**config.mk**
```make
export PLATFORM = sky130hd
export DESIGN_NAME = lc4_wb_arbiter
export DESIGN_NICKNAME = d
export VERILOG_FILES = /design/src/rtl/lc4_wb_pkg.sv /design/src/rtl/lc4_rr_arb2.sv /design/src/rtl/lc4_wb_arbiter.sv
export SDC_FILE = /design/constraint.sdc
export NUM_CORES = 1
export LEC_CHECK = 0
export BUFFER_PORTS_ARGS = -buffer_cell sky130_fd_sc_hd__buf_4
export CELL_PAD_IN_SITES_DETAIL_PLACEMENT = 1
export CELL_PAD_IN_SITES_GLOBAL_PLACEMENT = 2
export CORE_MARGIN = 10
export CORE_UTILIZATION = 18
export CTS_CLUSTER_SIZE = 25
export DETAILED_ROUTE_END_ITERATION = 8
export PLACE_DENSITY = 0.87
export SETUP_SLACK_MARGIN = 0.02
export SLEW_MARGIN = 15
export SYNTH_ARGS = -nofsm -noshare
export SYNTH_HDL_FRONTEND = slang
export SYNTH_HIERARCHICAL = 1
export SYNTH_SLANG_ARGS = --single-unit
```
**constraint.sdc**
```tcl
create_clock -name clk -period 1.1 [get_ports clk]
set_input_delay 0.275 -clock clk [delete_from_list [all_inputs] [get_ports clk]]
set_output_delay 0.275 -clock clk [all_outputs]
set_load 0.005 [all_outputs]
```
**src/rtl/lc4_wb_pkg.sv**
```systemverilog
// Shared constants and state encoding for the LC4 writeback arbiter.
package lc4_wb_pkg;
  localparam int   REG_SEL_W = 3;
  localparam int   NUM_REGS  = 8;
  localparam logic REQ_A     = 1'b0;
  localparam logic REQ_B     = 1'b1;

  typedef enum logic {
    EMPTY = 1'b0,
    FULL  = 1'b1
  } stg_state_e;
endpackage

```
**src/rtl/lc4_rr_arb2.sv**
```systemverilog
// Two-way round-robin arbiter: the pointer only moves on a genuine conflict,
// so a lone requester never steals the other's next turn.
module lc4_rr_arb2
  import lc4_wb_pkg::*;
(
  input  logic clk,
  input  logic rst,
  input  logic en,
  input  logic req_a,
  input  logic req_b,
  output logic gnt_a,
  output logic gnt_b
);
  logic ptr;
  logic conflict;

  assign conflict = req_a & req_b;
  assign gnt_a    = en & req_a & (~req_b | (ptr == REQ_A));
  assign gnt_b    = en & req_b & (~req_a | (ptr == REQ_B));

  always_ff @(posedge clk or posedge rst) begin
    if (rst)                ptr <= REQ_A;
    else if (en & conflict) ptr <= ~ptr;
  end
endmodule

```
**src/rtl/lc4_wb_arbiter.sv**
```systemverilog
// Writeback arbiter: merges ALU (A) and load (B) writebacks into one staged
// regfile write per cycle. Define LC4_WB_FWD_EN to build the forwarding lookup.
module lc4_wb_arbiter
  import lc4_wb_pkg::*;
#(
  parameter int n = 16
) (
  input  logic                 clk,
  input  logic                 rst,
  input  logic                 gwe,
  input  logic                 i_a_valid,
  input  logic [REG_SEL_W-1:0] i_a_rd,
  input  logic [n-1:0]         i_a_wdata,
  output logic                 o_a_ready,
  input  logic                 i_b_valid,
  input  logic [REG_SEL_W-1:0] i_b_rd,
  input  logic [n-1:0]         i_b_wdata,
  output logic                 o_b_ready,
  output logic [REG_SEL_W-1:0] o_rd,
  output logic [n-1:0]         o_wdata,
  output logic                 o_rd_we,
  output logic                 o_last_b,
  input  logic [REG_SEL_W-1:0] i_rs,
  input  logic [REG_SEL_W-1:0] i_rt,
  output logic                 o_rs_hit,
  output logic                 o_rt_hit,
  output logic [n-1:0]         o_rs_fwd,
  output logic [n-1:0]         o_rt_fwd
);
  stg_state_e state, state_nxt;
  logic       en, gnt_a, gnt_b;

  // rst gates the grants so readies drop the instant reset asserts.
  assign en = gwe & ~rst;

  lc4_rr_arb2 u_arb (
    .clk   (clk),
    .rst   (rst),
    .en    (en),
    .req_a (i_a_valid),
    .req_b (i_b_valid),
    .gnt_a (gnt_a),
    .gnt_b (gnt_b)
  );

  assign o_a_ready = gnt_a;
  assign o_b_ready = gnt_b;

  always_ff @(posedge clk or posedge rst) begin
    if (rst) state <= EMPTY;
    else     state <= state_nxt;
  end

  // Any gwe edge drains the current entry; it refills only if someone was granted.
  always_comb begin
    state_nxt = state;
    if (gwe) state_nxt = (gnt_a | gnt_b) ? FULL : EMPTY;
  end

  always_ff @(posedge clk or posedge rst) begin
    if (rst) begin
      o_rd     <= '0;
      o_wdata  <= '0;
      o_last_b <= 1'b0;
    end else if (gnt_a) begin
      o_rd     <= i_a_rd;
      o_wdata  <= i_a_wdata;
      o_last_b <= 1'b0;
    end else if (gnt_b) begin
      o_rd     <= i_b_rd;
      o_wdata  <= i_b_wdata;
      o_last_b <= 1'b1;
    end
  end

  assign o_rd_we = (state == FULL);

`ifdef LC4_WB_FWD_EN
  assign o_rs_hit = o_rd_we & (i_rs == o_rd);
  assign o_rt_hit = o_rd_we & (i_rt == o_rd);
  assign o_rs_fwd = o_wdata;
  assign o_rt_fwd = o_wdata;
`else
  logic unused_sel;
  assign unused_sel = ^{i_rs, i_rt};
  assign o_rs_hit   = 1'b0;
  assign o_rt_hit   = 1'b0;
  assign o_rs_fwd   = '0;
  assign o_rt_fwd   = '0;
`endif
endmodule

```
==> run metrics <==
result of the run=finished, violations left; failing checks=negative setup slack; max capacitance violation total=0; average footprint of a synthesized cell=9.59 sq um; starting utilization of the core area=18.9%; antenna diode count=0; power density normalized to cell area=1580 mW/mm^2; clock buffer depth=2; ranking of synthesized cells by area=dfrtp_1 (42%), buf_4 (20%), mux2i_1 (15%); longest individual stage delay on the worst path=410 ps; worst reg2reg path startpoint=u_arb/ptr; Top Family by Delay on Critical Path=flip-flops; clock root cell=clkbuf_8; Reg2Reg Setup Slack=-180 ps; post-synthesis cell type with the largest combined area=dfrtp_1; Yosys warning total=6; remaining antenna violation count=0; slowest stage cell, crit path=dfrtp_1; count of final setup violators=22; count of fill cells added during filler insertion=820; Lkg Pwr=1.08 nW; Inserted Clock Buffers=3; row count=30; mean routed wirelength per cell=15.5 um; overall die area=0.0110 sq mm; Post-Route Skew=1.53 ps; final period demand of the worst path=1350 ps; number of cells traversed by the worst register-to-register path=6; gpl congestion=0.703; setup ws final=-247 ps; timing-limited maximum frequency=0.742 GHz; number of vias in the routed layout=1204; share of synthesized flip-flops with an asynchronous set or reset=100%; top post-synthesis cells by count=buf_4 (34), dfrtp_1 (22), nand2_1 (21), mux2i_1 (19), o21ai_1 (18); number of cells on the critical path=3; Routed WL=5090 um; CP Max Fanout=2; Cells after Synth=136; Post-synth EDFFs=0; Overall Global Routing Usage=7.68%; drc violations=0; most frequent cell after synthesis=buf_4; final-stage net count=282; Final Total Pwr=3.57 mW; RR Endpoint=o_wdata[14]; largest net degree at the start of global routing=24; setup repair after global routing missed its margin=yes; critical path buffer and inverter count=2; number of DRC markers after the initial detailed-route iteration=23; top-level port count=106; kind of critical path=flip-flop to output port; detailed placement HPWL=3640 um; CP required=820 ps; worst vdd rail ir drop=367 uV; count of endpoints failing hold in the final timing report=0; router iterations before antenna repair=4; worst setup path endpoint=o_a_ready; register bit total from synthesis=22; summed instance area of the synthesized netlist=0.00130 sq mm; max-slew violation count=0; Worst Hold Depth=3; area delta synth->final=73.3%; library cell appearing most often on the critical path=buf_6; most used flip-flop cell after synthesis=dfrtp_1; initial antenna violation count=0; placeable core area=0.00691 sq mm; WHS=213 ps; post-detailed-route via-to-cell ratio=3.67; sequential fraction of the synthesis area=42.2%; clock network latency to the later pin of the worst-skew pair=260 ps; H-Tree Level Count=1; kind of path behind the tightest hold check=primary input to flip-flop; y dimension of the die=105 um; global-route wire length before repair=6970 um; library cells used by synthesis=17; share of the clock period used by the worst path=122%; nature of the critical path startpoint=flip-flop; layout cells sized above 1=47.0%; CTS Sinks=22; fraction of synthesized cell area taken by the top area cell type=42.2%; count of buffers from port buffering=65; aggregate global routing overflow=0; ordered list of cells on the worst path=buf_6 > a21oi_4 > buf_6; clock transition at the register clock pins on the worst setup and hold paths after CTS=80 ps; TritonCTS clock tree=done; Die Span X=105 um; worst setup path startpoint=u_arb/ptr; Arr. time, crit path=1070 ps; via count of the first global-routing pass=1349; endpoint class of the critical path=output port; worst setup slack after placement=-305 ps
-- tightest hold or removal path, stage by stage --
cell and delay, ps:
buf_4 80, nand2_1 30, o21ai_1 50
-- report_power, final --
| group | switching [mW] | internal [mW] |
|---|---|---|
| Clock | 0.275 | 0.319 |
| Combinational | 0.586 | 1.10 |
| Sequential | 0.199 | 1.09 |
-- timing repair --
item | CTS | global route
endpoints found under the hold margin | 1 | 0
pin swaps | 2 | 5
cloned | 0 | 5
gates resized for setup | 4 | 25
setup endpoints to repair | 27 | 42
buffers inserted | 6 | 12
hold buffers | 1 | 0
-- cells in the final DEF, fill, tap and decap left out --
cell	synthesis	final
nor2b_4	0	1
inv_2	0	1
buf_12	2	3
nand2_1	21	21
a21oi_2	0	1
clkbuf_16	0	3
nor2_1	4	3
o21ai_1	18	19
buf_6	1	27
xnor2_1	1	1
dfrtp_1	22	22
a21oi_4	0	2
nand3_1	1	1
nor2_2	0	1
mux2i_1	19	19
conb_1	1	34
buf_4	34	66
inv_1	3	2
dlygate4sd3_1	0	1
clkbuf_8	0	4
-- cells by family (layout without fill, tap and decap cells) --
logic type	after synthesis	in the layout	share of synthesized area, %
compound gates	22	22	8.44
mux	19	19	14.6
xor+xnor	1	1	0.672
buf+inv	44	107	25.7
flops	22	22	42.2
other cells	1	34	0.288
simple gates	27	27	8.06
-- worst min-delay path by stage --
stage          startpoint        end  slack [ps]
4_1_cts         i_a_rd[0]    o_rd[0]         210
3_5_place_dp          rst  u_arb/ptr         280
5_1_grt         i_a_rd[1]    o_rd[1]         230
2_1_floorplan         rst  u_arb/ptr           4
3_3_place_gp          rst  u_arb/ptr         270
6_report        i_a_rd[0]    o_rd[0]         210
-- layout make-up --
type	count	area, sq um	area share (%)
Timing Repair Buffer	100	945	41.8
Multi-Input combinational cell	103	578	25.6
Sequential cell	22	551	24.4
Tap cell	96	120	5.32
Clock buffer	4	55.1	2.44
Inverter	3	11.3	0.498
-- sequential cells by signal (all words and copies together) (netlist names) --
register / flops
o_rd: 3
o_wdata: 16
o_rd_we: 1
u_arb/ptr: 1
o_last_b: 1
-- through the flow --
stage	utilization [%]	instances	area [sq um]	TNS [ps]
finish	32.7	328	2260	-3330
global route	32.7	328	2260	-5120
CTS	28.8	311	1990	-4580
detailed placement	27.0	300	1860	-6070
global placement	27.0	300	1860	-5180
floorplan	-	169	1440	-2680
-- metal layers --
metal / up-vias / wire length [um] / global-route usage [%]
met4: 0 / 27 / 2.06
met1: 569 / 2220 / 8.88
met2: 67 / 2570 / 13.5
met3: 2 / 271 / 2.15
met5: - / 0 / 0
li1: 566 / - / -
Power figures use the tool's default switching activity.
